===== config.mk =====
export PLATFORM = sky130hd
export DESIGN_NAME = instr_fetch_unit_flat
export DESIGN_NICKNAME = d
export VERILOG_FILES = /design/src/rtl/cpu_pkg.sv /design/src/rtl/instr_fetch_unit_if.sv /design/src/rtl/fetch_fifo.sv /design/src/rtl/instr_fetch_unit.sv /design/src/flat_wrapper.sv
export SDC_FILE = /design/constraint.sdc
export NUM_CORES = 1
export LEC_CHECK = 0
export ABC_CLOCK_PERIOD_IN_PS = 7650
export BUFFER_PORTS_ARGS = -buffer_cell sky130_fd_sc_hd__clkbuf_2
export CORE_ASPECT_RATIO = 1.25
export CORE_MARGIN = 2
export CORE_UTILIZATION = 40
export DETAILED_ROUTE_END_ITERATION = 16
export PLACE_DENSITY = 0.68
export SYNTH_ARGS = -nofsm -noshare
export SYNTH_HDL_FRONTEND = slang
export SYNTH_SLANG_ARGS = --single-unit

===== constraint.sdc =====
create_clock -name clk -period 7.65 [get_ports clk]
set_input_delay 0.3825 -clock clk [delete_from_list [all_inputs] [get_ports clk]]
set_output_delay 0.3825 -clock clk [all_outputs]
set_load 0.02 [all_outputs]

===== src/rtl/cpu_pkg.sv =====
// Shared fetch-side types and constants for the instruction fetch unit.
package cpu_pkg;

    typedef enum logic [1:0] {
        REQ   = 2'd0,
        WAIT  = 2'd1,
        DRAIN = 2'd2
    } fetch_state_t;

    localparam int          INSTR_WIDTH      = 32;
    localparam int          PC_INCR          = 4;
    localparam logic [31:0] DEFAULT_RESET_PC = 32'h0000_0000;
    localparam logic [31:0] INSTR_NOP        = 32'h0000_0013;

endpackage


===== src/rtl/instr_fetch_unit_if.sv =====
// Bundles the memory request/response, decode handshake and redirect signals of the fetch unit.
interface instr_fetch_unit_if #(
    parameter int XLEN = 32
);
    import cpu_pkg::*;

    logic                   imem_req_valid;
    logic                   imem_req_ready;
    logic [XLEN-1:0]        imem_req_addr;
    logic                   imem_rsp_valid;
    logic [INSTR_WIDTH-1:0] imem_rsp_data;
    logic                   instr_valid;
    logic                   instr_ready;
    logic [INSTR_WIDTH-1:0] instr;
    logic [XLEN-1:0]        instr_pc;
    logic                   redirect_valid;
    logic [XLEN-1:0]        redirect_pc;

    modport master (
        output imem_req_valid, imem_req_addr, instr_valid, instr, instr_pc,
        input  imem_req_ready, imem_rsp_valid, imem_rsp_data, instr_ready,
               redirect_valid, redirect_pc
    );

    modport slave (
        input  imem_req_valid, imem_req_addr, instr_valid, instr, instr_pc,
        output imem_req_ready, imem_rsp_valid, imem_rsp_data, instr_ready,
               redirect_valid, redirect_pc
    );

endinterface


===== src/rtl/fetch_fifo.sv =====
// Synchronous FIFO of {instr, pc} pairs; flush wins over push. Head outputs read zero when empty.
module fetch_fifo
    import cpu_pkg::*;
#(
    parameter int XLEN  = 32,
    parameter int DEPTH = 2
) (
    input  logic                   clk,
    input  logic                   rst,
    input  logic                   push_i,
    input  logic                   pop_i,
    input  logic                   flush_i,
    input  logic [INSTR_WIDTH-1:0] instr_i,
    input  logic [XLEN-1:0]        pc_i,
    output logic [INSTR_WIDTH-1:0] instr_o,
    output logic [XLEN-1:0]        pc_o,
    output logic                   full_o,
    output logic                   empty_o,
    output logic [$clog2(DEPTH):0] count_o
);
    localparam int AW    = $clog2(DEPTH);
    localparam int CNT_W = AW + 1;

    logic [INSTR_WIDTH-1:0] instr_mem [DEPTH];
    logic [XLEN-1:0]        pc_mem    [DEPTH];
    logic [AW-1:0]          wr_ptr_q, wr_ptr_d, rd_ptr_q, rd_ptr_d;
    logic [CNT_W-1:0]       count_q, count_d;
    logic                   do_push, do_pop;

    assign empty_o = (count_q == '0);
    assign full_o  = (count_q == CNT_W'(DEPTH));
    assign count_o = count_q;
    assign do_push = push_i && !full_o;
    assign do_pop  = pop_i && !empty_o;

    always_comb begin
        wr_ptr_d = wr_ptr_q;
        rd_ptr_d = rd_ptr_q;
        count_d  = count_q;
        if (flush_i) begin
            wr_ptr_d = '0;
            rd_ptr_d = '0;
            count_d  = '0;
        end else begin
            if (do_push) wr_ptr_d = wr_ptr_q + AW'(1);
            if (do_pop)  rd_ptr_d = rd_ptr_q + AW'(1);
            if (do_push && !do_pop)      count_d = count_q + CNT_W'(1);
            else if (!do_push && do_pop) count_d = count_q - CNT_W'(1);
        end
    end

    always_ff @(posedge clk) begin
        if (rst) begin
            wr_ptr_q <= '0;
            rd_ptr_q <= '0;
            count_q  <= '0;
        end else begin
            wr_ptr_q <= wr_ptr_d;
            rd_ptr_q <= rd_ptr_d;
            count_q  <= count_d;
        end
    end

    always_ff @(posedge clk) begin
        if (do_push && !flush_i) begin
            instr_mem[wr_ptr_q] <= instr_i;
            pc_mem[wr_ptr_q]    <= pc_i;
        end
    end

    assign instr_o = empty_o ? '0 : instr_mem[rd_ptr_q];
    assign pc_o    = empty_o ? '0 : pc_mem[rd_ptr_q];

endmodule


===== src/rtl/instr_fetch_unit.sv =====
// Fetch unit: one outstanding word fetch at a time, buffered into a small FIFO toward decode,
// with redirect flushing both the buffer and any in-flight response.
module instr_fetch_unit
    import cpu_pkg::*;
#(
    parameter int              XLEN       = 32,
    parameter logic [XLEN-1:0] RESET_PC   = XLEN'(DEFAULT_RESET_PC),
    parameter int              FIFO_DEPTH = 2
) (
    input logic                clk,
    input logic                rst,
    instr_fetch_unit_if.master bus
);
    localparam int CNT_W = $clog2(FIFO_DEPTH) + 1;

    fetch_state_t     state_q, state_d;
    logic [XLEN-1:0]  pc_q, pc_d;
    logic [XLEN-1:0]  req_pc_q, req_pc_d;
    logic             req_valid, push, pop;
    logic             fifo_full, fifo_empty;
    logic [CNT_W-1:0] fifo_count;

    always_comb begin
        state_d   = state_q;
        pc_d      = pc_q;
        req_pc_d  = req_pc_q;
        push      = 1'b0;
        req_valid = 1'b0;
        unique case (state_q)
            REQ: begin
                req_valid = !rst && !bus.redirect_valid && (fifo_count < CNT_W'(FIFO_DEPTH));
                if (req_valid && bus.imem_req_ready) begin
                    req_pc_d = pc_q;
                    pc_d     = pc_q + XLEN'(PC_INCR);
                    state_d  = WAIT;
                end
            end
            WAIT: begin
                if (bus.imem_rsp_valid) begin
                    push    = !bus.redirect_valid;
                    state_d = REQ;
                end else if (bus.redirect_valid) begin
                    state_d = DRAIN;
                end
            end
            DRAIN: begin
                if (bus.imem_rsp_valid) state_d = REQ;
            end
            default: state_d = REQ;
        endcase
        // Redirect overrides any increment taken above; the REQ request is already suppressed.
        if (bus.redirect_valid) pc_d = {bus.redirect_pc[XLEN-1:2], 2'b00};
    end

    always_ff @(posedge clk) begin
        if (rst) begin
            state_q <= REQ;
            pc_q    <= RESET_PC;
        end else begin
            state_q <= state_d;
            pc_q    <= pc_d;
        end
    end

    always_ff @(posedge clk) begin
        req_pc_q <= req_pc_d;
    end

    assign bus.imem_req_valid = req_valid;
    assign bus.imem_req_addr  = pc_q;
    assign bus.instr_valid    = !fifo_empty;
    assign pop                = !fifo_empty && bus.instr_ready;

    fetch_fifo #(
        .XLEN  (XLEN),
        .DEPTH (FIFO_DEPTH)
    ) u_fifo (
        .clk     (clk),
        .rst     (rst),
        .push_i  (push && !fifo_full),
        .pop_i   (pop),
        .flush_i (bus.redirect_valid),
        .instr_i (bus.imem_rsp_data),
        .pc_i    (req_pc_q),
        .instr_o (bus.instr),
        .pc_o    (bus.instr_pc),
        .full_o  (fifo_full),
        .empty_o (fifo_empty),
        .count_o (fifo_count)
    );

endmodule


===== src/flat_wrapper.sv =====
// flat-port wrapper written by rule: the top's interface ports become plain ports
module instr_fetch_unit_flat import cpu_pkg::*;
#(
    parameter int              XLEN       = 32,
    parameter logic [XLEN-1:0] RESET_PC   = XLEN'(DEFAULT_RESET_PC),
    parameter int              FIFO_DEPTH = 2
)
  (clk, rst, bus_imem_req_valid, bus_imem_req_addr, bus_instr_valid, bus_instr, bus_instr_pc, bus_imem_req_ready, bus_imem_rsp_valid, bus_imem_rsp_data, bus_instr_ready, bus_redirect_valid, bus_redirect_pc);
  instr_fetch_unit_if #(.XLEN(XLEN)) bus_i ();
  input logic clk;
  input logic rst;
  output wire logic [$bits(bus_i.imem_req_valid)-1:0] bus_imem_req_valid;
  output wire logic [$bits(bus_i.imem_req_addr)-1:0] bus_imem_req_addr;
  output wire logic [$bits(bus_i.instr_valid)-1:0] bus_instr_valid;
  output wire logic [$bits(bus_i.instr)-1:0] bus_instr;
  output wire logic [$bits(bus_i.instr_pc)-1:0] bus_instr_pc;
  input wire logic [$bits(bus_i.imem_req_ready)-1:0] bus_imem_req_ready;
  input wire logic [$bits(bus_i.imem_rsp_valid)-1:0] bus_imem_rsp_valid;
  input wire logic [$bits(bus_i.imem_rsp_data)-1:0] bus_imem_rsp_data;
  input wire logic [$bits(bus_i.instr_ready)-1:0] bus_instr_ready;
  input wire logic [$bits(bus_i.redirect_valid)-1:0] bus_redirect_valid;
  input wire logic [$bits(bus_i.redirect_pc)-1:0] bus_redirect_pc;
  assign bus_imem_req_valid = bus_i.imem_req_valid;
  assign bus_imem_req_addr = bus_i.imem_req_addr;
  assign bus_instr_valid = bus_i.instr_valid;
  assign bus_instr = bus_i.instr;
  assign bus_instr_pc = bus_i.instr_pc;
  assign bus_i.imem_req_ready = bus_imem_req_ready;
  assign bus_i.imem_rsp_valid = bus_imem_rsp_valid;
  assign bus_i.imem_rsp_data = bus_imem_rsp_data;
  assign bus_i.instr_ready = bus_instr_ready;
  assign bus_i.redirect_valid = bus_redirect_valid;
  assign bus_i.redirect_pc = bus_redirect_pc;
  instr_fetch_unit #(.XLEN(XLEN), .RESET_PC(RESET_PC), .FIFO_DEPTH(FIFO_DEPTH)) u_core (.clk(clk), .rst(rst), .bus(bus_i));
endmodule

# Word-level counts from Yosys, hierarchy flattened
# Memory sizes are Yosys's and may differ from the RTL's. A register that Yosys moved wholly into a read port is not among the register bits.
# Index checks and enable logic that the tools add are counted.
[totals]
reg_bits = 70
latchBits = 0
mem_bits_rw = 128
rom_bits = 0
in_bits = 70
word_cells = 67
n_memories = 2
[memory_table]
columns = ["name", "depth", "word_bits", "read_ports", "rd_clocked_by_memory_dff", "write_ports", "line", "text"]
rows = [
  ["u_core.u_fifo.instr_mem", 2, 32, 1, 1, 1, "fetch_fifo.sv:24", "logic [INSTR_WIDTH-1:0] instr_mem [DEPTH];"],
  ["u_core.u_fifo.pc_mem", 2, 32, 1, 1, 1, "fetch_fifo.sv:25", "logic [XLEN-1:0] pc_mem [DEPTH];"],
]
[op_classes]
add_sub_neg = 5
multipliers = 0
div = 0
magnitude_cmp = 1
n_eq_ne = 6
n_shift = 0
muxes = 21
bitwise = 0
n_reduce_logical = 25
[op_table]
columns = ["operator", "count"]
rows = [
  ["$mux W32", 5],
  ["$add A32 B3 Y32 const B", 1],
  ["$mux W2", 6],
  ["$logic_and A1 B1 Y1", 10],
  ["$mux W1", 9],
  ["$logic_not A1 Y1", 6],
  ["$pmux W2 S3", 1],
  ["$reduce_bool A2 Y1", 3],
  ["$eq A2 B2 Y1 const B", 2],
  ["$logic_not A2 Y1", 2],
  ["$reduce_and A2 Y1", 2],
  ["$ne A3 B3 Y1 const B", 1],
  ["$reduce_and A3 Y1", 1],
  ["$add A1 B1 Y1 const B", 2],
  ["$add A2 B1 Y2 const B", 1],
  ["$eq A2 B1 Y1 const B", 1],
  ["$lt A2 B2 Y1 const B", 1],
  ["$ne A2 B1 Y1 const B", 1],
  ["$ne A2 B2 Y1 const B", 1],
  ["$reduce_or A2 Y1", 1],
  ["$sub A2 B1 Y2 const B", 1],
]

# Depth between registers and ports, before layout
[depth]
depth_word = 9
depth_mapped = 7
depth_no_buf = 7

# Cells and area by module
# From an unflattened synthesis, not the netlist that was laid out.
[unflattened]
hier_cells = 578
hier_area_um2 = 7900.1
[modules_own_cells]
columns = ["mod", "n_inst", "cells_per_inst", "area_each_um2", "seq_area_each_um2"]
rows = [
  ["fetch_fifo", 1, 297, 5043.6, 3943.8],
  ["instr_fetch_unit", 1, 281, 2856.5, 1541.5],
]

# Least setup slack after synthesis
# No wires, ideal clock.
[synth_path]
path_kind = "register to register"
startpoint = "reg u_core.state_q[0]"
endpoint = "mem u_core.u_fifo.instr_mem[0][0], enable pin"
setup_time_ns = 0.490
arrival_time_ns = 3.739
setup_slack_ns = 3.421
stages_incl_launch_ff = 4
path_buffers = 0
period_less_slack_ns = 4.229
path_cell_list = "dfxtp_1 -> nand2_1 -> a2111oi_2 -> nor2b_1"
[synth_between]
elab_chain_cells = 7
[synth_lines]
columns = ["item", "line", "text"]
rows = [
  ["start: declaration", "instr_fetch_unit.sv:16", "fetch_state_t state_q, state_d;"],
  ["start signal: assignment", "instr_fetch_unit.sv:60", "state_q <= state_d;"],
  ["$eq A2 B1 Y1", "instr_fetch_unit.sv:29", "unique case (state_q)"],
  ["$mux W1", "instr_fetch_unit.sv:29", ""],
  ["$logic_and A1 B1 Y1", "instr_fetch_unit.sv:80", ".push_i (push && !fifo_full),"],
  ["$logic_and A1 B1 Y1", "fetch_fifo.sv:33", "assign do_push = push_i && !full_o;"],
  ["via u_core.u_fifo.do_push", "fetch_fifo.sv:28", "logic do_push, do_pop;"],
  ["$logic_and A1 B1 Y1", "fetch_fifo.sv:65", "if (do_push && !flush_i) begin"],
  ["$mux W1", "fetch_fifo.sv:65", ""],
  ["$mux W1 (implied by the code)", "fetch_fifo.sv:66", "instr_mem[wr_ptr_q] <= instr_i;"],
  ["end: declaration", "fetch_fifo.sv:24", ""],
]
# The timed path passes the listed nets, and every way through them passes these cells.

# Worst setup path after layout
[layout_path]
startpoint = "in bus_redirect_valid"
endpoint = "mem u_core.u_fifo.instr_mem[0][0], enable pin"
[layout_between]
elab_chain_cells = 8
[layout_lines]
columns = ["item", "line", "text"]
rows = [
  ["start: declaration", "flat_wrapper.sv:21", "input wire logic [$bits(bus_i.redirect_valid)-1:0] bus_redirect_valid;"],
  ["$logic_not A1 Y1", "instr_fetch_unit.sv:40", "push = !bus.redirect_valid;"],
  ["$mux W1", "instr_fetch_unit.sv:39", "if (bus.imem_rsp_valid) begin"],
  ["$mux W1", "instr_fetch_unit.sv:29", ""],
  ["$logic_and A1 B1 Y1", "instr_fetch_unit.sv:80", ""],
  ["$logic_and A1 B1 Y1", "fetch_fifo.sv:33", ""],
  ["via u_core.u_fifo.do_push", "fetch_fifo.sv:28", ""],
  ["$logic_and A1 B1 Y1", "fetch_fifo.sv:65", ""],
  ["$mux W1", "fetch_fifo.sv:65", ""],
  ["$mux W1 (implied by the code)", "fetch_fifo.sv:66", ""],
]
# The timed path passes the listed nets, and every way through them passes these cells.

==> impl_metrics.yaml <==
clock_tree:
  h-tree-depth: 4
  cts-resized-gates: 0
  cts-hold-fix-buffers: 0
  post_cts_buffers: 0
  clock_latency_ps: 430
  clock_path_buffers: 2
  cts_tree: "done"
  path_clk_slew_ps: 70
  cts.sinks: 191
  numCtsBuffers: 17
  root_buffer: "clkbuf_16"
placement:
  numPortBuffers: 161
  place_ws_ps: 4451
  dpl_cell_area_um2: 8682
  hpwl_um: 10990
  place.gp.congestion: 0.8226
cells_and_area:
  register_area_um2: 5369
  n_antenna_cell: 0
  layout-drive-gt1-share_pct: 29.22
  nets: 781
  fin_area_um2: 9283
  nFillCells: 1661
  synthToLayoutAreaGrowth_pct: 21.03
  layout_common_cells: "161 x clkbuf_2, 154 x edfxtp_1, 90 x nor2_1"
  final_common_cell: "clkbuf_2"
  multi_input_area_um2: 2165
timing:
  hold_violations: 0
  period_needed_ps: 2745
  setup_slack_ps: 4905
  fin_tns_setup_ps: 0
  clock_skew_ps: 12.46
  min_period_over_period_pct: 35.88
  max_freq_ghz: 0.3643
  setup_violations: 0
  slew_headroom_pct: 26.95
  rsz0062_at_grt: "false"
  worst_slew_pin_slew_ps: 1096
  fin_hold_ws_ps: 154.3
  final-max-slew-violation-count: 0
pwr:
  power.total_w: 0.002150
  power.share.switching_pct: 22.23
  p_seq_share_pct: 54.1
  switchingPower_w: 0.0004780
  combPwrFrac_pct: 4.8
  power_leakage_nw: 3.329
  p_int_w: 0.001672
  clkPwrFrac_pct: 41.1
  vdd_drop_max_uv: 154.9
  p_per_area_nw_per_um2: 231.6
global_route:
  grtUsageMet2_pct: 28.76
  grt_pass1_wl_um: 25810
  busiest_layer: "met2"
  grt_start_max_net_pins: 63
  grt_antenna_before_repair: 0
  use_met1_pct: 20.06
  grt_pass1_vias: 4857
  overflow: 0
  grtUsageTotal_pct: 16.40
  grtUsageMet3_pct: 4.144
setup_path:
  end_kind: "flop"
  slowest_stage: "a2111oi_2"
  crit_chain: "clkbuf_2 -> a2111oi_2 -> nor2b_4 -> buf_4"
  ff2ff_path_depth: 4
  required_ps: 7700
  path_class: "input pin to flop"
  slowest_delay_ps: 730
  arrival_ps: 2790
  start_kind: "input pin"
  crit_fanout: 45
detailed_routing:
  wl_per_cell_um: 17.10
  first_iter_violations: 326
  via_per_inst: 5.143
  wirelength_um: 16320
  route.detailed.drc: 0
  drtPass1Iterations: 5
  via_count: 4906
  drtAntennaViolNets: 0
yosys:
  netlist_instances: 554
  synth_edf_count: 154
  postSynthAreaPerCell_um2: 13.84
  ys.flop_type: "edfxtp_1"
  ys_warn_count: 0
  synthTopCellsByArea: "edfxtp_1 60%, dfxtp_1 9.7%, mux2i_1 8.5%"
  synth-seq-cells: 191
  yosysTopAreaCellShare_pct: 60.29
  async_flop_share_pct: 0
  yosysUniqueCellTypes: 56
  synthesis.area_um2: 7670
  ys_seq_area_share_pct: 69.95
  synth.largest_area_cell: "edfxtp_1"
floorplan:
  ios: 168
  die_h_um: 158.8
  start_util_pct: 40.84
  core-area_um2: 18780
  die_x_um: 127.9
  dieArea_um2: 20310
  rows: 56
min_path:
  hold_depth: 1
  min_path_type: "input pin to flop"
job:
  maxCapViolCount: 0
run_status:
  status: "completed"
==> layer usage <==
metal  share of wire (%)  vias up
met3                 5.5        6
li1                    -     2377
met2                  52      187
met1                  42     2336
met4                0.57        0
met5                   0        -
==> stage by stage <==
step,utilization [%],cells
2_1_floorplan,-,557
3_3_place_gp,46.24,922
3_5_place_dp,46.24,922
4_1_cts,49.43,954
5_1_grt,49.43,954
6_report,49.43,954
==> cells by family after synthesis <==
logic type                 synth area share [%]
buffers and inverters                     2.202
muxes                                     8.483
xor gates and xnor gates                  1.485
DFF                                       69.95
adders and majority gates                0.3262
other                                   0.04889
AOI/OAI and AO/OA                         5.726
and+or+nand+nor                           11.78
==> worst max-delay path, delay by kind of cell <==
| family | cells | cell delay [ps] |
|---|---|---|
| compound gates | 1 | 730 |
| buf+inv | 2 | 1040 |
| simple gates | 1 | 610 |
==> layout make-up <==
class | count | share of cell area (%)
clock buffers | 18 | 4.623
clock inverters | 14 | 1.847
inverters | 10 | 0.4044
multi-input cells | 326 | 23.32
flip-flops and latches | 191 | 57.84
well taps | 232 | 3.127
repair buffers | 163 | 8.842
==> state kept, by name (all words and copies together) (netlist names), named ones only <==
| name | cells |
|---|---|
| u_core.state_q | 2 |
| u_core.u_fifo.wr_ptr_q | 1 |
| u_core.req_pc_q | 30 |
| u_core.u_fifo.count_o | 2 |
| u_core.bus.imem_req_addr | 30 |
| u_core.u_fifo.rd_ptr_q | 1 |
| u_core.u_fifo.pc_mem | 60 |
| u_core.u_fifo.instr_mem | 64 |
==> power groups by stage <==
stage / clock network (W) / registers [W] / logic [W]
after floorplan: 0 / 0.00119 / 0.0000488
after global placement: 0 / 0.00118 / 0.000101
after detailed placement: 0 / 0.00119 / 0.000104
after CTS: 0.000908 / 0.00116 / 0.000104
after global routing: 0.000958 / 0.00117 / 0.000112
final: 0.000884 / 0.00116 / 0.000103
==> cell usage after synthesis (all sizes together) (9+ instances only) <==
library cell / count
nor3: 12
edfxtp: 154
buf: 12
a21oi: 14
inv: 10
nor2: 91
nand4: 9
nand3: 10
nand2: 23
o21ai: 9
dfxtp: 37
xor2: 10
mux2i: 65
clkbuf: 18
==> path summary, 6_finish.rpt <==
kind / slack (ps) / startpoint / end
hold / removal: 150 / bus_imem_rsp_data[19] / u_core.u_fifo.instr_mem[1][19]
hold reg to reg: 450 / u_core.req_pc_q[12] / u_core.u_fifo.pc_mem[0][12]
setup reg to reg: 4950 / u_core.u_fifo.count_o[0] / u_core.u_fifo.instr_mem[0][0]
setup / recovery: 4910 / bus_redirect_valid / u_core.u_fifo.instr_mem[0][0]
Note: power is estimated with default switching activity, not from simulation.
